$ cat src/rtl/clk_switch_pkg.sv
// Shared definitions for the N-source clock-switch sequencer.
//   state_e : sequencer states, exported on the top's dbg_state port.
//   onehot  : source index -> gate-enable vector (16 bits wide, which covers every
//             legal source count); callers truncate it to their own N_SRC.
package clk_switch_pkg;

  typedef enum logic [2:0] {
    S_RUN         = 3'd0,
    S_PRE_OFF     = 3'd1,
    S_DEAD        = 3'd2,
    S_WAIT_LOCK   = 3'd3,
    S_GATE_ON     = 3'd4,
    S_RST_RELEASE = 3'd5
  } state_e;

  localparam int unsigned MAX_SRC = 16;

  function automatic logic [MAX_SRC-1:0] onehot(input logic [3:0] idx);
    onehot      = '0;
    onehot[idx] = 1'b1;
  endfunction

endpackage

$ cat src/rtl/lock_qual.sv
// Lock qualifier for one clock source.
// The count rises while locked_i is high, saturates at LOCK_STABLE_CYC and is
// cleared by any cycle with locked_i low. stable_o is high only at saturation.
//   clk, rst  : reference clock, asynchronous active-high reset
//   locked_i  : source lock indication, already synchronised to clk
//   stable_o  : source has been locked for LOCK_STABLE_CYC consecutive cycles
module lock_qual #(
  parameter int unsigned LOCK_STABLE_CYC = 16
) (
  input  logic clk,
  input  logic rst,
  input  logic locked_i,
  output logic stable_o
);

  localparam int unsigned CW = $clog2(LOCK_STABLE_CYC + 1);
  localparam logic [CW-1:0] CNT_MAX = CW'(LOCK_STABLE_CYC);

  logic [CW-1:0] cnt_q, cnt_d;

  always_comb begin
    cnt_d = cnt_q;
    if (!locked_i) begin
      cnt_d = '0;
    end else if (cnt_q != CNT_MAX) begin
      cnt_d = cnt_q + 1'b1;
    end
  end

  always_ff @(posedge clk or posedge rst) begin
    if (rst) begin
      cnt_q <= '0;
    end else begin
      cnt_q <= cnt_d;
    end
  end

  assign stable_o = (cnt_q == CNT_MAX);

endmodule

$ cat src/rtl/clk_switch_seq.sv
// N-source clock-switch sequencer. Drives the enables of a glitch-free gated
// clock tree from a free-running reference clock, with break-before-make dead
// time, per-source lock qualification, automatic fallback and reset sequencing
// of the switched domain.
//   clk, rst       : reference clock, asynchronous active-high reset
//   sel_req/valid  : requested source index and its valid
//   sel_ready      : request can be accepted (combinational from registered state)
//   src_locked     : per-source lock, already synchronised to clk
//   gate_en        : registered gate enables, one-hot or zero
//   active_src     : index of the currently (or last) gated source
//   switching      : high whenever the sequencer is not in RUN
//   rst_out        : active-high reset for the switched domain
//   fallback_evt   : one-cycle pulse on every automatic retarget
//   err_bad_sel    : one-cycle pulse when an out-of-range index is accepted
//   dbg_state      : current sequencer state
//
// Handshake: a request transfers on a clk edge where sel_valid && sel_ready;
// sel_req is only looked at on that edge, sel_ready never depends on sel_valid,
// and the requester may hold or drop sel_valid freely while sel_ready is low.
module clk_switch_seq
  import clk_switch_pkg::*;
#(
  parameter int unsigned N_SRC           = 4,
  parameter int unsigned SEL_W           = $clog2(N_SRC),
  parameter int unsigned LOCK_STABLE_CYC = 16,
  parameter int unsigned DEAD_CYC        = 4,
  parameter int unsigned RST_HOLD_CYC    = 8,
  parameter int unsigned WAIT_TO_CYC     = 256,
  parameter int unsigned DEFAULT_SRC     = 0
) (
  input  logic             clk,
  input  logic             rst,
  input  logic [SEL_W-1:0] sel_req,
  input  logic             sel_valid,
  output logic             sel_ready,
  input  logic [N_SRC-1:0] src_locked,
  output logic [N_SRC-1:0] gate_en,
  output logic [SEL_W-1:0] active_src,
  output logic             switching,
  output logic             rst_out,
  output logic             fallback_evt,
  output logic             err_bad_sel,
  output state_e           dbg_state
);

  // One timer serves DEAD, WAIT_LOCK and RST_RELEASE; sized for the longest.
  localparam int unsigned T_MAX =
    (WAIT_TO_CYC > DEAD_CYC)
      ? ((WAIT_TO_CYC > RST_HOLD_CYC) ? WAIT_TO_CYC : RST_HOLD_CYC)
      : ((DEAD_CYC > RST_HOLD_CYC) ? DEAD_CYC : RST_HOLD_CYC);
  localparam int unsigned TW = $clog2(T_MAX + 1);

  localparam logic [TW-1:0] DEAD_LAST = TW'(DEAD_CYC - 1);
  localparam logic [TW-1:0] WAIT_LAST = TW'(WAIT_TO_CYC - 1);
  // GATE_ON already holds rst_out for one cycle with the new gate running, so
  // RST_RELEASE supplies the rest and the domain sees exactly RST_HOLD_CYC
  // clocks in reset after its gate opens.
  localparam logic [TW-1:0] HOLD_LAST =
    TW'((RST_HOLD_CYC >= 2) ? (RST_HOLD_CYC - 2) : 0);

  localparam logic [SEL_W-1:0] DEF_SRC = SEL_W'(DEFAULT_SRC);
  localparam logic [SEL_W:0]   N_SRC_X = (SEL_W + 1)'(N_SRC);

  state_e           state_q, state_d;
  logic [SEL_W-1:0] target_q, target_d;
  logic [TW-1:0]    tmr_q, tmr_d;
  logic [N_SRC-1:0] gate_q, gate_d;
  logic [SEL_W-1:0] active_q, active_d;
  logic             rst_out_q, rst_out_d;
  logic             switching_q, switching_d;
  logic             fallback_q, fallback_d;
  logic             err_q, err_d;

  logic [N_SRC-1:0] stable;
  logic [SEL_W-1:0] fb_src;

  for (genvar i = 0; i < N_SRC; i++) begin : g_lq
    lock_qual #(
      .LOCK_STABLE_CYC(LOCK_STABLE_CYC)
    ) u_lock_qual (
      .clk      (clk),
      .rst      (rst),
      .locked_i (src_locked[i]),
      .stable_o (stable[i])
    );
  end

  // Retarget choice: lowest-index stable source, else the default source.
  always_comb begin
    fb_src = DEF_SRC;
    for (int i = int'(N_SRC) - 1; i >= 0; i--) begin
      if (stable[i]) fb_src = SEL_W'(i);
    end
  end

  assign sel_ready = (state_q == S_RUN) && stable[active_q];

  always_comb begin
    state_d    = state_q;
    target_d   = target_q;
    tmr_d      = tmr_q;
    gate_d     = gate_q;
    active_d   = active_q;
    fallback_d = 1'b0;
    err_d      = 1'b0;

    case (state_q)
      S_RUN: begin
        // Lock loss wins; sel_ready is already low in that case.
        if (!stable[active_q]) begin
          state_d    = S_PRE_OFF;
          target_d   = fb_src;
          fallback_d = 1'b1;
        end else if (sel_valid && sel_ready) begin
          if ({1'b0, sel_req} >= N_SRC_X) begin
            err_d = 1'b1;
          end else if (sel_req != active_q) begin
            target_d = sel_req;
            state_d  = S_PRE_OFF;
          end
        end
      end

      // The domain is put in reset one cycle before its clock stops.
      S_PRE_OFF: begin
        state_d = S_DEAD;
        tmr_d   = '0;
        gate_d  = '0;
      end

      S_DEAD: begin
        if (tmr_q == DEAD_LAST) begin
          state_d = S_WAIT_LOCK;
          tmr_d   = '0;
        end else begin
          tmr_d = tmr_q + 1'b1;
        end
      end

      S_WAIT_LOCK: begin
        if (stable[target_q]) begin
          state_d  = S_GATE_ON;
          gate_d   = N_SRC'(onehot(4'(target_q)));
          active_d = target_q;
        end else if (tmr_q == WAIT_LAST) begin
          // On the default source there is nothing left to fall back to.
          tmr_d = '0;
          if (target_q != DEF_SRC) begin
            target_d   = DEF_SRC;
            fallback_d = 1'b1;
          end
        end else begin
          tmr_d = tmr_q + 1'b1;
        end
      end

      S_GATE_ON: begin
        if (!stable[target_q]) begin
          state_d    = S_PRE_OFF;
          target_d   = fb_src;
          fallback_d = 1'b1;
        end else begin
          state_d = S_RST_RELEASE;
          tmr_d   = '0;
        end
      end

      S_RST_RELEASE: begin
        if (!stable[target_q]) begin
          state_d    = S_PRE_OFF;
          target_d   = fb_src;
          fallback_d = 1'b1;
        end else if (tmr_q == HOLD_LAST) begin
          state_d = S_RUN;
        end else begin
          tmr_d = tmr_q + 1'b1;
        end
      end

      default: begin
        state_d = S_WAIT_LOCK;
        tmr_d   = '0;
        gate_d  = '0;
      end
    endcase

    // Domain reset and the busy flag are exactly "not in RUN".
    rst_out_d   = (state_d != S_RUN);
    switching_d = (state_d != S_RUN);
  end

  always_ff @(posedge clk or posedge rst) begin
    if (rst) begin
      state_q     <= S_WAIT_LOCK;
      target_q    <= DEF_SRC;
      tmr_q       <= '0;
      gate_q      <= '0;
      active_q    <= DEF_SRC;
      rst_out_q   <= 1'b1;
      switching_q <= 1'b1;
      fallback_q  <= 1'b0;
      err_q       <= 1'b0;
    end else begin
      state_q     <= state_d;
      target_q    <= target_d;
      tmr_q       <= tmr_d;
      gate_q      <= gate_d;
      active_q    <= active_d;
      rst_out_q   <= rst_out_d;
      switching_q <= switching_d;
      fallback_q  <= fallback_d;
      err_q       <= err_d;
    end
  end

  assign gate_en      = gate_q;
  assign active_src   = active_q;
  assign switching    = switching_q;
  assign rst_out      = rst_out_q;
  assign fallback_evt = fallback_q;
  assign err_bad_sel  = err_q;
  assign dbg_state    = state_q;

endmodule

$ cat config.mk
export PLATFORM = sky130hd
export DESIGN_NAME = clk_switch_seq
export DESIGN_NICKNAME = d
export VERILOG_FILES = /design/src/rtl/clk_switch_pkg.sv /design/src/rtl/lock_qual.sv /design/src/rtl/clk_switch_seq.sv
export SDC_FILE = /design/constraint.sdc
export NUM_CORES = 1
export LEC_CHECK = 0
export CORE_MARGIN = 4
export CORE_UTILIZATION = 47
export DETAILED_ROUTE_END_ITERATION = 7
export GPL_ROUTABILITY_DRIVEN = 0
export GPL_TIMING_DRIVEN = 0
export HOLD_SLACK_MARGIN = 0.05
export MAX_ROUTING_LAYER = met4
export PLACE_DENSITY_LB_ADDON = 0.12
export SETUP_SLACK_MARGIN = 0.15
export SYNTH_ARGS = -nofsm -noshare
export SYNTH_HDL_FRONTEND = slang
export SYNTH_SLANG_ARGS = --single-unit
$ cat constraint.sdc
create_clock -name clk -period 8 [get_ports clk]
set_clock_uncertainty 0.15 [all_clocks]
set_input_delay 1.6 -clock clk [delete_from_list [all_inputs] [get_ports clk]]
set_output_delay 1.6 -clock clk [all_outputs]
set_load 0.05 [all_outputs]
======== After elaboration in Yosys (flattened, before gate mapping) ========
Index checks and enable logic that the tools add are counted.
Widths: inputs -> output; s select.
storage, ports and cells
  bits of input ports ..................... 9
  flip-flop bits (word level) ............. 42
  output and inout port bits .............. 14
cells by class
  reductions and logical operators ........ 13
  bitwise operators ....................... 2
  multiplexer cells ....................... 50
  order comparisons ....................... 4
  $add $sub $neg .......................... 5
  equality and inequality tests ........... 31
operator list
  kind                 number
  $mux 9               6
  $pmux 9 s5           1
  $mux 5               8
  $mux 3               8
  $mux 2               11
  $add 5x1->5 const B  4
  $eq 5x5->1 const B   4
  $ne 5x5->1 const B   4
  $pmux 3 s6           1
  $ne 2x2->1 const B   8
  $add 9x1->9 const B  1
  $eq 9x2->1 const B   1
  $eq 9x3->1 const B   1
  $eq 9x8->1 const B   1
  $mux 1               8
  $ne 2x1->1 const B   4
  $pmux 4 s2           1
  $reduce_and 7->1     1
  $eq 3x2->1 const B   2
  $eq 3x3->1 const B   2
  $lt 2x3->1 const B   2
  $ne 3x2->1 const B   2
  $pmux 2 s3           1
  $reduce_bool 3->1    2
  other kinds (16)     21

======== Depth between registers and ports, before layout ========
Gate-level depths: netlist of the first run.
  word-level depth ........................ 9
  mapped depth ............................ 11
  mapped depth without buffers ............ 11

======== By module ========
A second synthesis of the first run with hierarchy kept.
second synthesis, totals
  cell total of the unflattened synthesis .. 272
  area, all modules ....................... 2620.0 um2
modules (own cells, without submodules)
  module          sequential area each (um2)  area each (um2)  cells an instance  times used
  clk_switch_seq  554.3                       1488.9           160                1
  lock_qual       125.1                       282.8            28                 4

======== Worst setup path after synthesis of the first run ========
OpenSTA, ideal clock, no wires.
  path type ............................... register -> output
  start point ............................. register g_lq[1].u_lock_qual.cnt_q[0]
  end point ............................... output sel_ready
  stages on the path, launching flop included .. 6
  path buffers ............................ 0
  required time ........................... 6250 ps
  setup slack ............................. 3451 ps
  data arrival time ....................... 2799 ps
  cells stage by stage .................... dfrtp_1 > inv_1 > ha_1 > nand4bb_1 > mux4_2 > nor4_1
on the way
  cells in the longest elaborated chain, start to end .. 4
ends and longest elaborated chain
  item                          RTL line              RTL
  start, declared               lock_qual.sv:19       logic [CW-1:0] cnt_q, cnt_d;
  start signal, assigned        lock_qual.sv:34       cnt_q <= cnt_d;
  $eq 5x5->1                    lock_qual.sv:38       assign stable_o = (cnt_q == CNT_MAX);
  $bmux 1 s2                    clk_switch_seq.sv:96  assign sel_ready = (state_q == S_RUN) && stable[active_q];
  $mux 1 (implied by the code)  clk_switch_seq.sv:96
  $logic_and 1x1->1             clk_switch_seq.sv:96
  end, declared                 clk_switch_seq.sv:35  output logic sel_ready,
Every way passes these cells. The select of a mux whose other input is x is not followed.

======== Worst setup path in the final report of the first run ========
  start point ............................. register g_lq[3].u_lock_qual.cnt_q[0]
  end point ............................... output sel_ready
on the way
  cells in the longest elaborated chain, start to end .. 4
ends and longest elaborated chain
  item                          RTL line
  start, declared               lock_qual.sv:19
  start signal, assigned        lock_qual.sv:34
  $eq 5x5->1                    lock_qual.sv:38
  $bmux 1 s2                    clk_switch_seq.sv:96
  $mux 1 (implied by the code)  clk_switch_seq.sv:96
  $logic_and 1x1->1             clk_switch_seq.sv:96
Every way passes these cells. The select of a mux whose other input is x is not followed.

==> reports/metrics.cfg, run 1 <==
[power_and_ir_drop]
switchingPower_mw=0.111
power_per_cell_area_mw_per_mm2=150
swShare=0.248
pwr-share-seq=0.541
p_comb_frac=0.084
p_int_mw=0.336
leakagePower_nw=1.29
p_clk_frac=0.374
vdd_drop_max_uv=90.1

[clock_network]
cts_root_buffer=clkbuf_8
cts_tree=built
htree_num_levels=2
numCtsBuffers=5
clkSinkCount=42
clk_latency_ns=0.29
hold_buffers=0
clockBufferDepth=2
path_clk_slew_ns=0.08
post_cts_buffers=0
cts_resized=0

[hold_path]
hold_path_class=register to register
hold_depth=2
min_to=gate_en[0]
holdCritStartpoint=gate_en[0]

[run]
drv_cap=0

[critical_path]
r2r_end=tmr_q[5]
cp.arrival_ns=3.04
cp.required_ns=6.25
worstSetupPathType=register to primary output
reg2regPathDepth=11
r2r_slack_ns=4.93
critPathLaunchType=register
r2r-start=tmr_q[0]
cp_max_fo=6
end_kind=primary output

[timing]
tightest_slew_ns=0.851
max_freq_mhz=209
grt_setup_unrepaired=no
final_hold_viol_count=0
final-setup-viol-count=0
slew_headroom=0.432
period_needed_ns=4.79
tns_ns=0
period_share=0.598
drv_slew=0

[drt]
drt_wl_total_um=5520
drc_errors=0
drtAntennaViolNets=0
vias=2065
drtPass1Iterations=4
first_iter_violations=124
vias_per_cell=5.66
avgRoutedWirePerCell_um=15.1

[cells_and_area]
design_area_mm2=0.00299
diodes=0
drive_gt1_frac=0.0915
layoutNonFillerInstCount=365
seq_area_mm2=0.00105
synthToLayoutAreaGrowth_pct=15.8
final_cell_mix=dfrtp_1, nand2_1, clkdlybuf4s50_1, o21ai_0
multi_input_area_mm2=0.00142
n_fill_cell=467
nets=315
final_common_cell=dfrtp_1

[floorplan]
fp.dieH_um=82.1
die-area_mm2=0.00674
io_pins=23
start_util=0.495
num_rows=26
die_w_um=82.1
coreArea_mm2=0.00520

[logic_synthesis]
synth_top_area_share=0.378
async_flop_share=1.00
syn_area_per_cell_um2=9.69
synthMuxAreaShare=0.0694
synth_area_leader_cell=dfrtp_1
synth_nets=287
synth_edf_count=0
yosysSeqAreaShare=0.409
yosys_register_bits=42
synth_fa_ha_area_frac=0.0582
synth-simple-area-share=0.226
synth-xor-area-share=0.0475
syn_area_mm2=0.00258
synth_top_family_by_area=simple AND/OR/NAND/NOR gates
synth_compound_area_frac=0.148
netlist_top_cells_area=dfrtp_1, ha_1, nand2_1
synthCells=266
synth_warnings=0
ys.flop_type=dfrtp_1
synth_cell_type_count=48

[placed_design]
post-dp-hpwl_um=4020
dpl_cell_area_mm2=0.00288
numPortBuffers=21
placed_cells=357

[grt]
grt_pass1_vias=2019
grt_pass1_wl_um=9550
grt_overflow_total=0
grt_max_degree=43
antenna_found_initial=0
grt_use_total=0.191

[run_status]
status=completed

[kinds of logic after synthesis]
family	count (synthesis)
simple gates	102
buf+inv	24
compound gates	59
mux	12
flops	42
xor+xnor	14
other cells	1
fa+ha+maj	12
[per-layer routing]
layer	vias to the layer above	global-route usage	wire (um)
met5	-	-	0
met4	0	0.0515	75
met3	10	0.0362	280
met2	57	0.292	2480
met1	986	0.258	2680
li1	1012	-	-
[cells in the mapped netlist, drive strengths merged, types with 3 or more instances]
library cell / n
dfrtp: 39
nand2: 31
o21ai: 16
inv: 15
nand3: 14
a21oi: 13
ha: 12
and3: 11
nor2: 10
xnor2: 10
and2: 9
mux2: 7
clkbuf: 6
o31ai: 6
a21boi: 4
a21o: 4
a32oi: 4
and4bb: 4
nand2b: 4
nand4: 4
nand4bb: 4
xor2: 4
buf: 3
dfstp: 3
mux4: 3
o211ai: 3
o22ai: 3
[cell type report]
cell class	instances	share of cell area
Clock buffer	6	0.0243
Tap cell	70	0.0293
Buffer	9	0.0163
Inverter	15	0.0189
Clock inverter	2	0.0126
Multi-Input combinational cell	200	0.475
Sequential cell	42	0.353
Timing Repair Buffer	21	0.0704
[worst max-delay path, cell delays in order, from the launching register on]
cell and delay [ns]:
dfrtp_1 0.42, inv_1 0.09, ha_1 0.18, nand4bb_1 0.28
mux4_2 0.62, nor4_1 0.28, clkdlybuf4s50_1 0.87
[flip-flops by register name, indices dropped and copies added (netlist names)]
name / cells
active_src: 2
dbg_state: 3
fallback_evt: 1
g_lq.u_lock_qual.cnt_q: 20
gate_en: 4
switching: 1
target_q: 2
tmr_q: 9
[per-stage QoR]
| stage | util | power [mW] | setup WS, ns | hold slack [ns] |
|---|---|---|---|---|
| floorplan | - | 0.269 | 3.45 | 0.343 |
| global placement | 0.553 | 0.282 | 3.58 | 0.361 |
| detailed placement | 0.553 | 0.284 | 3.59 | 0.353 |
| CTS | 0.574 | 0.455 | 3.23 | 0.377 |
| global route | 0.574 | 0.473 | 3.06 | 0.436 |
| finish | 0.574 | 0.447 | 3.21 | 0.380 |
[power by group through the flow]
stage          Combinational (mW)  Clock (mW)  Sequential [mW]
3_3_place_gp               0.0370           0            0.245
4_1_cts                    0.0388       0.175            0.241
6_report                   0.0377       0.167            0.242
2_1_floorplan              0.0275           0            0.241
5_1_grt                    0.0439       0.184            0.245
3_5_place_dp               0.0389           0            0.245
[worst max path at each step]
stage | startpoint | end | slack [ns] | depth (start not counted)
after detailed placement | g_lq[3].u_lock_qual.cnt_q[0] | sel_ready | 3.59 | 6
after global routing | g_lq[3].u_lock_qual.cnt_q[0] | sel_ready | 3.06 | 6
after CTS | g_lq[3].u_lock_qual.cnt_q[0] | sel_ready | 3.23 | 6
after floorplan | g_lq[1].u_lock_qual.cnt_q[0] | sel_ready | 3.45 | 5
final | g_lq[3].u_lock_qual.cnt_q[0] | sel_ready | 3.21 | 6
after global placement | g_lq[3].u_lock_qual.cnt_q[0] | sel_ready | 3.58 | 6
Note: power is estimated with default switching activity, not from simulation.
==> inputs of run 2 (changes only) <==
- clock period: 8 -> 4.52 ns (I/O delays scaled with it)
==> results of run 2 <==
The final DEF is identical to that of run 1. Status: completed.
Main changes from that run: setup slack after placement 3.59 ns -> 0.803 ns; setup slack after layout 3.21 ns -> 0.431 ns; register-to-register setup slack 4.93 ns -> 1.45 ns; total power 0.447 mW -> 0.791 mW; worst IR drop on VDD 90.1 uV -> 159 uV
